==> src/rtl/round_pkg.sv <==
// Shared types, widths and helpers for the round scheduler and its sequence source.
package round_pkg;

    localparam int LVL_W    = 3;
    localparam int PLAYER_W = 4;
    localparam int SEQ_W    = 20;

    localparam logic [PLAYER_W-1:0] NO_WINNER = 4'hF;
    // Feedback taps for x^20 + x^17 + 1 (bits 19 and 16 of a left-shifting register)
    localparam logic [SEQ_W-1:0]    LFSR_TAP  = 20'h90000;

    typedef enum logic [2:0] {
        S_IDLE   = 3'd0,
        S_LOAD   = 3'd1,
        S_SHOW   = 3'd2,
        S_WAIT   = 3'd3,
        S_RESULT = 3'd4,
        S_NEXT   = 3'd5,
        S_DONE   = 3'd6
    } state_t;

    function automatic logic [4:0] count_ones(input logic [15:0] mask);
        logic [4:0] total;
        total = 5'd0;
        for (int i = 0; i < 16; i++) begin
            total = total + {4'd0, mask[i]};
        end
        return total;
    endfunction

    function automatic logic [PLAYER_W-1:0] first_set(input logic [15:0] mask);
        logic [PLAYER_W-1:0] idx;
        logic                hit;
        idx = NO_WINNER;
        hit = 1'b0;
        for (int i = 0; i < 16; i++) begin
            if (!hit && mask[i]) begin
                idx = PLAYER_W'(i);
                hit = 1'b1;
            end else begin
                hit = hit;
            end
        end
        return idx;
    endfunction

endpackage

==> src/rtl/round_scheduler_if.sv <==
// Control/handshake bundle between the game controller, the display and the verifier.
interface round_scheduler_if;
    import round_pkg::*;

    logic                start;
    logic [PLAYER_W-1:0] num_players;
    logic [SEQ_W-1:0]    seed;
    logic                display_done;
    logic                correct;
    logic                incorrect;
    logic                newSequence;
    logic [SEQ_W-1:0]    Sequence;
    logic [LVL_W-1:0]    LVL;
    logic [PLAYER_W-1:0] player_num;
    logic                show_seq;
    logic                busy;
    logic                game_over;
    logic [PLAYER_W-1:0] winner;
    logic                timeout;

    modport master (
        output start, num_players, seed, display_done, correct, incorrect,
        input  newSequence, Sequence, LVL, player_num, show_seq, busy, game_over, winner, timeout
    );

    modport slave (
        input  start, num_players, seed, display_done, correct, incorrect,
        output newSequence, Sequence, LVL, player_num, show_seq, busy, game_over, winner, timeout
    );
endinterface

==> src/rtl/round_scheduler_lfsr.sv <==
// 20-bit Fibonacci LFSR (x^20+x^17+1, shift left); a zero seed is replaced by 1.
module seq_lfsr20
    import round_pkg::*;
(
    input  logic             clk,
    input  logic             rst,
    input  logic             load,
    input  logic [SEQ_W-1:0] seed,
    input  logic             step,
    output logic [SEQ_W-1:0] value
);

    logic [SEQ_W-1:0] value_q;
    logic [SEQ_W-1:0] value_d;

    // Next-state: load has priority over step; the all-zero lock-up state is never loaded
    always_comb begin
        value_d = value_q;
        if (load) begin
            value_d = (seed == 20'h00000) ? 20'h00001 : seed;
        end else if (step) begin
            value_d = {value_q[SEQ_W-2:0], ^(value_q & LFSR_TAP)};
        end else begin
            value_d = value_q;
        end
    end

    // State register
    always_ff @(posedge clk or posedge rst) begin
        if (rst) begin
            value_q <= 20'h00000;
        end else begin
            value_q <= value_d;
        end
    end

    assign value = value_q;

endmodule

==> src/rtl/round_scheduler.sv <==
// Round-robin turn scheduler sharing the sequence-verify datapath between players.
// Optional verdict timeout is built when ROUND_TIMEOUT_EN is defined.
module round_scheduler
    import round_pkg::*;
#(
    parameter int MAX_PLAYERS = 4,
    parameter int MAX_LVL     = 7
`ifdef ROUND_TIMEOUT_EN
    ,
    parameter int RESP_TIMEOUT = 5000
`endif
) (
    input  logic             clk,
    input  logic             rst,
    round_scheduler_if.slave bus
);

    localparam logic [PLAYER_W-1:0] MAX_P = PLAYER_W'(MAX_PLAYERS);
    localparam logic [LVL_W-1:0]    MAX_L = LVL_W'(MAX_LVL);

    state_t              state_q, state_d;
    logic [PLAYER_W-1:0] player_q, player_d;
    logic [PLAYER_W-1:0] np_q, np_d;
    logic [15:0]         alive_q, alive_d;
    logic [LVL_W-1:0]    level_q [16];
    logic [LVL_W-1:0]    level_d [16];
    logic [PLAYER_W-1:0] winner_q, winner_d;
    logic [SEQ_W-1:0]    seq_q, seq_d;
    logic                pass_q, pass_d;
    logic                lfsr_load_s, lfsr_step_s, start_ok_s, found_s;
    logic [SEQ_W-1:0]    lfsr_value_s;
    logic [PLAYER_W-1:0] cand_s, next_player_s;
    logic [4:0]          remaining_s;
`ifdef ROUND_TIMEOUT_EN
    localparam logic [12:0] TO_LAST = 13'(RESP_TIMEOUT - 1);
    logic [12:0] cnt_q, cnt_d;
    logic        timeout_q, timeout_d;
`endif

    seq_lfsr20 u_lfsr (
        .clk   (clk),
        .rst   (rst),
        .load  (lfsr_load_s),
        .seed  (bus.seed),
        .step  (lfsr_step_s),
        .value (lfsr_value_s)
    );

    assign start_ok_s = bus.start && (bus.num_players != 4'd0) && (bus.num_players <= MAX_P);

    // Next alive player after the current one, wrapping at the last active slot
    always_comb begin
        next_player_s = player_q;
        cand_s        = player_q;
        found_s       = 1'b0;
        for (int k = 0; k < MAX_PLAYERS; k++) begin
            cand_s = (cand_s == np_q - 4'd1) ? 4'd0 : cand_s + 4'd1;
            if (!found_s && alive_q[cand_s]) begin
                next_player_s = cand_s;
                found_s       = 1'b1;
            end else begin
                found_s = found_s;
            end
        end
    end

    // Next-state and turn bookkeeping
    always_comb begin
        state_d     = state_q;
        player_d    = player_q;
        np_d        = np_q;
        alive_d     = alive_q;
        level_d     = level_q;
        winner_d    = winner_q;
        seq_d       = seq_q;
        pass_d      = pass_q;
        lfsr_load_s = 1'b0;
        lfsr_step_s = 1'b0;
        remaining_s = 5'd0;
`ifdef ROUND_TIMEOUT_EN
        cnt_d       = cnt_q;
        timeout_d   = 1'b0;
`endif
        case (state_q)
            S_IDLE, S_DONE: begin
                if (start_ok_s) begin
                    for (int i = 0; i < 16; i++) begin
                        alive_d[i] = (i < int'(bus.num_players));
                        level_d[i] = (i < int'(bus.num_players)) ? 3'd1 : 3'd0;
                    end
                    player_d    = 4'd0;
                    np_d        = bus.num_players;
                    winner_d    = NO_WINNER;
                    lfsr_load_s = 1'b1;
                    state_d     = S_LOAD;
                end else begin
                    state_d = state_q;
                end
            end
            S_LOAD: begin
                lfsr_step_s = 1'b1;
                seq_d       = lfsr_value_s;
                state_d     = S_SHOW;
            end
            S_SHOW: begin
                if (bus.display_done) begin
                    state_d = S_WAIT;
`ifdef ROUND_TIMEOUT_EN
                    cnt_d   = 13'd0;
`endif
                end else begin
                    state_d = S_SHOW;
                end
            end
            S_WAIT: begin
                if (bus.correct || bus.incorrect) begin
                    pass_d  = bus.correct && !bus.incorrect;
                    state_d = S_RESULT;
`ifdef ROUND_TIMEOUT_EN
                end else if (cnt_q == TO_LAST) begin
                    pass_d    = 1'b0;
                    timeout_d = 1'b1;
                    state_d   = S_RESULT;
                end else begin
                    cnt_d = cnt_q + 13'd1;
                end
`else
                end else begin
                    state_d = S_WAIT;
                end
`endif
            end
            S_RESULT: begin
                if (pass_q) begin
                    if (level_q[player_q] == MAX_L) begin
                        winner_d = player_q;
                        state_d  = S_DONE;
                    end else begin
                        level_d[player_q] = level_q[player_q] + 3'd1;
                        state_d           = S_NEXT;
                    end
                end else begin
                    alive_d[player_q] = 1'b0;
                    remaining_s       = count_ones(alive_d);
                    if (remaining_s == 5'd1) begin
                        winner_d = first_set(alive_d);
                        state_d  = S_DONE;
                    end else if (remaining_s == 5'd0) begin
                        winner_d = NO_WINNER;
                        state_d  = S_DONE;
                    end else begin
                        state_d = S_NEXT;
                    end
                end
            end
            S_NEXT: begin
                player_d = next_player_s;
                state_d  = S_LOAD;
            end
            default: begin
                state_d = S_IDLE;
            end
        endcase
    end

    // State and per-player registers
    always_ff @(posedge clk or posedge rst) begin
        if (rst) begin
            state_q  <= S_IDLE;
            player_q <= 4'd0;
            np_q     <= 4'd0;
            alive_q  <= 16'd0;
            winner_q <= NO_WINNER;
            seq_q    <= 20'h00000;
            pass_q   <= 1'b0;
            for (int i = 0; i < 16; i++) begin
                level_q[i] <= 3'd0;
            end
        end else begin
            state_q  <= state_d;
            player_q <= player_d;
            np_q     <= np_d;
            alive_q  <= alive_d;
            winner_q <= winner_d;
            seq_q    <= seq_d;
            pass_q   <= pass_d;
            for (int i = 0; i < 16; i++) begin
                level_q[i] <= level_d[i];
            end
        end
    end

`ifdef ROUND_TIMEOUT_EN
    // Verdict timeout counter and its one-cycle pulse
    always_ff @(posedge clk or posedge rst) begin
        if (rst) begin
            cnt_q     <= 13'd0;
            timeout_q <= 1'b0;
        end else begin
            cnt_q     <= cnt_d;
            timeout_q <= timeout_d;
        end
    end
    assign bus.timeout = timeout_q;
`else
    assign bus.timeout = 1'b0;
`endif

    // Sequence is presented straight from the LFSR during LOAD, then held
    assign bus.Sequence    = (state_q == S_LOAD) ? lfsr_value_s : seq_q;
    assign bus.newSequence = (state_q == S_LOAD);
    assign bus.show_seq    = (state_q == S_SHOW);
    assign bus.busy        = (state_q != S_IDLE) && (state_q != S_DONE);
    assign bus.game_over   = (state_q == S_DONE);
    assign bus.winner      = winner_q;
    assign bus.player_num  = player_q;
    assign bus.LVL         = level_q[player_q];

endmodule

==> src/flat_wrapper.sv <==
// flat-port wrapper written by rule: the top's interface ports become plain ports
module round_scheduler_flat import round_pkg::*;
#(
    parameter int MAX_PLAYERS = 4,
    parameter int MAX_LVL     = 7

)
  (clk, rst, bus_start, bus_num_players, bus_seed, bus_display_done, bus_correct, bus_incorrect, bus_newSequence, bus_Sequence, bus_LVL, bus_player_num, bus_show_seq, bus_busy, bus_game_over, bus_winner, bus_timeout);
  round_scheduler_if bus_i ();
  input  logic clk;
  input  logic rst;
  input wire logic [$bits(bus_i.start)-1:0] bus_start;
  input wire logic [$bits(bus_i.num_players)-1:0] bus_num_players;
  input wire logic [$bits(bus_i.seed)-1:0] bus_seed;
  input wire logic [$bits(bus_i.display_done)-1:0] bus_display_done;
  input wire logic [$bits(bus_i.correct)-1:0] bus_correct;
  input wire logic [$bits(bus_i.incorrect)-1:0] bus_incorrect;
  output wire logic [$bits(bus_i.newSequence)-1:0] bus_newSequence;
  output wire logic [$bits(bus_i.Sequence)-1:0] bus_Sequence;
  output wire logic [$bits(bus_i.LVL)-1:0] bus_LVL;
  output wire logic [$bits(bus_i.player_num)-1:0] bus_player_num;
  output wire logic [$bits(bus_i.show_seq)-1:0] bus_show_seq;
  output wire logic [$bits(bus_i.busy)-1:0] bus_busy;
  output wire logic [$bits(bus_i.game_over)-1:0] bus_game_over;
  output wire logic [$bits(bus_i.winner)-1:0] bus_winner;
  output wire logic [$bits(bus_i.timeout)-1:0] bus_timeout;
  assign bus_i.start = bus_start;
  assign bus_i.num_players = bus_num_players;
  assign bus_i.seed = bus_seed;
  assign bus_i.display_done = bus_display_done;
  assign bus_i.correct = bus_correct;
  assign bus_i.incorrect = bus_incorrect;
  assign bus_newSequence = bus_i.newSequence;
  assign bus_Sequence = bus_i.Sequence;
  assign bus_LVL = bus_i.LVL;
  assign bus_player_num = bus_i.player_num;
  assign bus_show_seq = bus_i.show_seq;
  assign bus_busy = bus_i.busy;
  assign bus_game_over = bus_i.game_over;
  assign bus_winner = bus_i.winner;
  assign bus_timeout = bus_i.timeout;
  round_scheduler #(.MAX_PLAYERS(MAX_PLAYERS), .MAX_LVL(MAX_LVL)) u_core (.clk(clk), .rst(rst), .bus(bus_i));
endmodule
==> config.mk <==
export PLATFORM = sky130hd
export DESIGN_NAME = round_scheduler_flat
export DESIGN_NICKNAME = d
export VERILOG_FILES = /design/src/rtl/round_pkg.sv /design/src/rtl/round_scheduler_if.sv /design/src/rtl/round_scheduler_lfsr.sv /design/src/rtl/round_scheduler.sv /design/src/flat_wrapper.sv
export SDC_FILE = /design/constraint.sdc
export NUM_CORES = 1
export LEC_CHECK = 0
export ABC_AREA = 1
export BUFFER_PORTS_ARGS = -buffer_cell sky130_fd_sc_hd__buf_2
export CAP_MARGIN = 30
export CORE_MARGIN = 2
export CORE_UTILIZATION = 35
export DETAILED_ROUTE_END_ITERATION = 16
export PLACE_DENSITY = 0.59
export REMOVE_ABC_BUFFERS = 1
export SYNTH_ARGS = -nofsm -noshare
export SYNTH_HDL_FRONTEND = slang
export SYNTH_SLANG_ARGS = --single-unit
==> constraint.sdc <==
create_clock -name clk -period 6.53 [get_ports clk]
set_clock_uncertainty 0.15 [all_clocks]
set_input_delay 0.3265 -clock clk [delete_from_list [all_inputs] [get_ports clk]]
set_output_delay 0.3265 -clock clk [all_outputs]
set_load 0.005 [all_outputs]
== Yosys cells after proc, flatten, opt, wreduce, memory -nomap -nowiden ==
Cells that the tools add are included.

* Equal/unequal tests: 20
* $lt $le $gt $ge: 24
* Reductions and logical operators: 60
* Add/sub/neg operators: 21
* Bitwise operators: 3
* Mux-type cells: 148

{| class="wikitable"
|+ Operators with widths
! kind !! count
|-
| $mux 48 || 3
|-
| $mux 4 || 30
|-
| $pmux 48 s2 || 1
|-
| $mux 1 || 87
|-
| $mux 20 || 4
|-
| $add 5x1->5 || 14
|-
| $bwmux 48 || 1
|-
| $mux 16 || 2
|-
| $pmux 16 s2 || 1
|-
| $lt 4x4->1 const A || 7
|-
| $lt 4x5->1 const B || 5
|-
| $logic_and 1x1->1 || 24
|-
| $mux 3 || 7
|-
| $logic_not 20->1 || 1
|-
| $reduce_xor 20->1 || 1
|-
| $logic_not 1->1 || 19
|-
| $pmux 3 s6 || 1
|-
| $add 4x1->4 const B || 4
|-
| $and 16x16->16 || 1
|-
| $bmux 1 s4 || 4
|-
| $eq 4x4->1 || 4
|-
| $lt 3x4->1 const A || 4
|-
| $not 16->16 || 1
|-
| $pmux 4 s2 || 2
|-
| other kinds (33) || 48
|}

* Register bits after elaboration: 120
* Word-level logic and storage cells: 300
* Output and inout port bits: 36
* Input bits: 30

== Longest topological paths before layout ==
* Depth in word-level cells: 115
* Depth in mapped cells: 35
* Depth with buffers taken out: 35

== Hierarchy ==
A second synthesis with hierarchy kept.

* Cells, all modules: 1,095
* Area, all modules: 8,037.7 um2

{| class="wikitable"
|+ Modules (own cells, without submodules)
! module !! instances !! area an instance (um2) !! cells an instance
|-
| round_scheduler || 1 || 6,925.4 || 969
|-
| seq_lfsr20 || 1 || 1,112.3 || 126
|}

== Least setup slack after synthesis ==
No wires, ideal clock.

* Path kind: reg2reg
* Start: register u_core.player_q[0] (netlist: u_core.bus.player_num[0])
* End: register u_core.winner_q[3] (netlist: u_core.bus.winner[3])
* Path buffers: 2
* Library setup time: 79 ps
* Clock period less this slack: 6,190 ps
* Slack: 340 ps
* Cell stages (with the launch flop): 32
* Arrival: 5,961 ps
* Cells stage by stage: dfrtp_1 inv_2 clkbuf_1 clkbuf_1 ha_1 inv_1 nor2_1 nor2_1 ha_1 inv_1 fa_1 fa_1 inv_1 fa_1 inv_1 fa_1 inv_1 fa_1 inv_1 fa_1 nor2_1 inv_1 a21oi_1 nor4_1 inv_1 o311ai_0 o21ai_0 inv_1 nor2_1 nor2_1 o21ai_0 o21ai_0

* Word-level cells in the longest chain between the ends: 100
* Elaborated cells between the ends (all ways): 141

{| class="wikitable"
|+ RTL lines
! element !! line !! text
|-
| start: declaration || round_scheduler.sv:22 || <nowiki>logic [PLAYER_W-1:0] player_q, player_d;</nowiki>
|-
| start signal: assignment || round_scheduler.sv:181 || <nowiki>player_q <= player_d;</nowiki>
|-
| $lt 4x5->1 (not written as such) / $ge 4x1->1 (equally long branches) || round_scheduler.sv:143 || <nowiki>alive_d[player_q] = 1'b0;</nowiki>
|-
| $logic_and 1x1->1 (not written as such) || round_scheduler.sv:143 ||
|-
| $mux 1 (not written as such) || round_scheduler.sv:143 ||
|-
| $demux 1 s4 || -- ||
|-
| $not 16->16 (no line) || -- ||
|-
| $and 16x16->16 (no line) || -- ||
|-
| $mux 1 || round_pkg.sv:37 || <nowiki>if (!hit && mask[i]) begin</nowiki>
|-
| $mux 1 || round_scheduler.sv:145 || <nowiki>if (remaining_s == 5'd1) begin</nowiki>
|-
| [... 84 more ...] || -- ||
|-
| $mux 1 || round_scheduler.sv:134 || <nowiki>if (pass_q) begin</nowiki>
|-
| $mux 1 || round_scheduler.sv:84 || <nowiki>case (state_q)</nowiki>
|-
| $logic_not 1->1 || round_pkg.sv:37 ||
|-
| $logic_and 1x1->1 || round_pkg.sv:37 ||
|-
| $mux 4 || round_pkg.sv:37 ||
|-
| $mux 4 || round_scheduler.sv:145 ||
|-
| $mux 4 || round_scheduler.sv:134 ||
|-
| $pmux 4 s2 || round_scheduler.sv:84 ||
|-
| end signal: assignment || round_scheduler.sv:184 || <nowiki>winner_q <= winner_d;</nowiki>
|-
| end: declaration || round_scheduler.sv:27 || <nowiki>logic [PLAYER_W-1:0] winner_q, winner_d;</nowiki>
|}

Several ways; a longest one is shown, not always the timed one. The select of a mux whose other input is x is not followed.
A chain may end at the register's enable or synchronous reset.

== Worst setup path in the final report ==
* Start: register u_core.player_q[3] (netlist: u_core.bus.player_num[3])
* End: register u_core.winner_q[0] (netlist: u_core.bus.winner[0])

The elaborated chain is that of the path after synthesis.

==> results.md <==
* Run status: complete, no violations
* Placeable core area at 22500 µm²
* Top cell type's share of synthesized area at 36.4%
* Beginning of the worst register-to-register path: u_core.bus.player_num[3]
* Number of max-slew violations in the final report at 0
* Worst slew slack as a fraction of its limit at 38.4%
* RSZ-0062 raised after global routing: no
* Number of post-CTS setup repair buffers at 0
* Highest achievable clock rate at 168 MHz
* Number of hold violations in the final report at 0
* Most common cell after layout, fill and taps aside: sky130_fd_sc_hd__nand2_1
* Type of destination of the critical path: register
* Reported max-cap violation count at 0
* Critical Path RT at 6.73 ns
* Clock period minus worst slack at 5.95 ns
* Area enclosed by the die boundary at 24000 µm²
* Fin nets at 1257
* Total Routing Usage GR at 21.5%
* Aggregate global routing overflow at 0
* Routed length per instance at 16.8 µm
* Yosys top cell by area: sky130_fd_sc_hd__dfrtp_1
* Inserted Clock Buffers at 17
* Site row count at 55
* Reg-to-Reg End: u_core.bus.winner[0]
* Clock tree root driver cell: sky130_fd_sc_hd__clkbuf_16
* Setup TNS Final at 0 ns
* TritonCTS clock tree: built
* Die span in x at 155 µm
* Maximum level of the CTS H-tree at 4
* Number of flip-flops and latches in the synthesized netlist at 120
* Crit start category: register
* Initial core utilization at 35.4%
* Min-Delay Endpoint: u_core.u_lfsr.value[6]
* Number of stages on the worst hold path at 3
* Commonest cells after routing, fill and taps aside: sky130_fd_sc_hd__nand2_1 (308), sky130_fd_sc_hd__inv_1 (154), sky130_fd_sc_hd__o21ai_0 (151), sky130_fd_sc_hd__dfrtp_1 (116), sky130_fd_sc_hd__nand3_1 (77)
* Detailed Route WL at 25.2 mm
* Crit-path slowest cell: sky130_fd_sc_hd__dfrtp_1
* Synth-to-layout area growth at 16.6%
* Number of global-route vias before repair at 7456
* CTS clk-pin slew, worst paths at 0.06 ns
* Post-Syn Area at 7960 µm²
* Starting DRT DRC Count at 807
* Leading cell types by total area after synthesis: sky130_fd_sc_hd__dfrtp_1 (36%), sky130_fd_sc_hd__nand2_1 (15%), sky130_fd_sc_hd__o21ai_0 (9.6%)
* Fraction of registers with async set or reset after synthesis at 100%
* Unique cell type count in the Yosys netlist at 45
* Final ANT Viol Nets at 0
* Largest stage delay on the critical path at 0.54 ns
* Fraction of layout cells with a size suffix above 1 at 13.0%
* Final number of setup-violating endpoints at 0
* Clock latency on the worst-skew pair at 0.42 ns
* IO Port Bufs at 64
* Setup slack of the worst register-to-register path at 0.58 ns
* Antenna violations before repair at 0
* Max clock buf depth at 2
* Startpoint of the worst hold path: bus_seed[6]
* Largest net degree at the start of global routing at 67
* Max Fanout on Critical Path at 8
* Most common cell on crit path: sky130_fd_sc_hd__inv_1
* Wire length of the first global-routing pass at 40.3 mm
* Routability Congestion at 0.939
* Arrival time of data at the critical path endpoint at 6.15 ns
* Final period util at 91.2%
* Slew @ Worst Pin at 0.917 ns
* Number of I/O pins at 66
* Number of instances in the synthesized netlist at 1137
* Total number of yosys warnings at 0
* Post-synth EDFFs at 0
* Worst min-delay path class: primary input to register
* Overall via count from detail_route at 7824
* Path depth of the worst reg2reg path at 29
* # diodes at 0
* Ys flop type: sky130_fd_sc_hd__dfrtp_1
* Sequential element share of the synthesized area at 37.8%
* Pre-Repair DR Iteration Count at 5
* Ratio of routed vias to standard cells at 5.22
* Sink count of the clock tree at 120
* Critical path type: register to register
* Die span in y at 155 µm
* Synthesized area per cell at 7.00 µm²
* Dpl hpwl at 19.0 mm
* Residual DRC count at 0
[sequential cells by signal, summed over array words and instances (netlist names)]
| signal | cells |
|---|---|
| u_core.level_q | 48 |
| u_core.seq_q | 20 |
| u_core.u_lfsr.value | 20 |
| u_core.alive_q | 16 |
| u_core.bus.player_num | 4 |
| u_core.bus.winner | 4 |
| u_core.np_q | 4 |
| u_core.state_q | 3 |
| u_core.pass_q | 1 |
[per-layer routing]
metal | GRT usage (%) | wire (µm)
met1 | 29.3 | 11600
met2 | 34.3 | 11500
met3 | 5.07 | 1610
met4 | 6.26 | 446
met5 | 0 | 0
[cell usage after synthesis (5+ instances only)]
cell type,number
sky130_fd_sc_hd__buf_2,6
sky130_fd_sc_hd__o31ai_1,9
sky130_fd_sc_hd__a21oi_1,64
sky130_fd_sc_hd__fa_1,10
sky130_fd_sc_hd__nand4_1,9
sky130_fd_sc_hd__o221ai_1,5
sky130_fd_sc_hd__nor2_1,68
sky130_fd_sc_hd__inv_1,155
sky130_fd_sc_hd__o211ai_1,7
sky130_fd_sc_hd__nand2_1,308
sky130_fd_sc_hd__nand3_1,77
sky130_fd_sc_hd__clkbuf_1,31
sky130_fd_sc_hd__o21ai_0,152
sky130_fd_sc_hd__o22ai_1,16
sky130_fd_sc_hd__nor4_1,5
sky130_fd_sc_hd__inv_2,9
sky130_fd_sc_hd__dfrtp_1,116
sky130_fd_sc_hd__nand2_2,12
sky130_fd_sc_hd__nor3_1,10
sky130_fd_sc_hd__ha_1,17
[worst max-delay path, delay by kind of cell (launching register included)]
family,cells,cell delay [ns]
AOI/OAI and AO/OA,4,0.57
adders and majority gates,6,2.41
buffers and inverters,11,0.97
DFF,1,0.54
and+or+nand+nor,8,1.21
[worst max path at each step]
stage,end,slack [ns],startpoint,depth (start not counted)
2_1_floorplan,u_core.bus.winner[3],0.27,u_core.bus.player_num[0],29
3_3_place_gp,u_core.bus.winner[3],0.55,u_core.bus.player_num[3],30
3_5_place_dp,u_core.bus.winner[3],0.53,u_core.bus.player_num[3],29
4_1_cts,u_core.bus.winner[3],0.50,u_core.bus.player_num[3],29
5_1_grt,u_core.bus.winner[3],0.03,u_core.bus.player_num[1],31
6_report,u_core.bus.winner[0],0.58,u_core.bus.player_num[3],29
[stage by stage]
step / hold slack, ns / worst slack, ns / cell area (µm²) / instances / util [%]
floorplan: 0.288 / 0.269 / 7790 / 1096 / -
finish: 0.0230 / 0.576 / 9290 / 1498 / 41.3
global placement: 0.282 / 0.554 / 8600 / 1461 / 38.2
detailed placement: 0.283 / 0.531 / 8620 / 1462 / 38.3
global route: 0.0228 / 0.0270 / 9290 / 1498 / 41.3
CTS: 0.00915 / 0.496 / 9280 / 1498 / 41.2
[cells by family after synthesis]
family / after synthesis / share of synthesized area (%)
simple gates: 508 / 27.9
compound gates: 270 / 18.5
buf+inv: 205 / 9.90
flops: 120 / 37.8
fa+ha+maj: 27 / 5.18
xor+xnor: 6 / 0.660
other cells: 1 / 0.0471
[layout make-up]
type	count	area [µm²]
multi-input combinational	812	4180
clock inverter	11	145
timing repair buffer	85	508
fill	2346	13200
sequential	120	3010
inverter	164	618
tap	285	357
clock buffer	21	470
[timing repair]
action	in CTS	in global routing
hold buffers	4	0
hold endpoints to repair	47	0
resized for setup	0	4
endpoints found under the setup margin	0	3
Power is left out: the tool's default activity adds up to more than one toggle a clock period on the data nets, which glitch-free logic cannot reach.
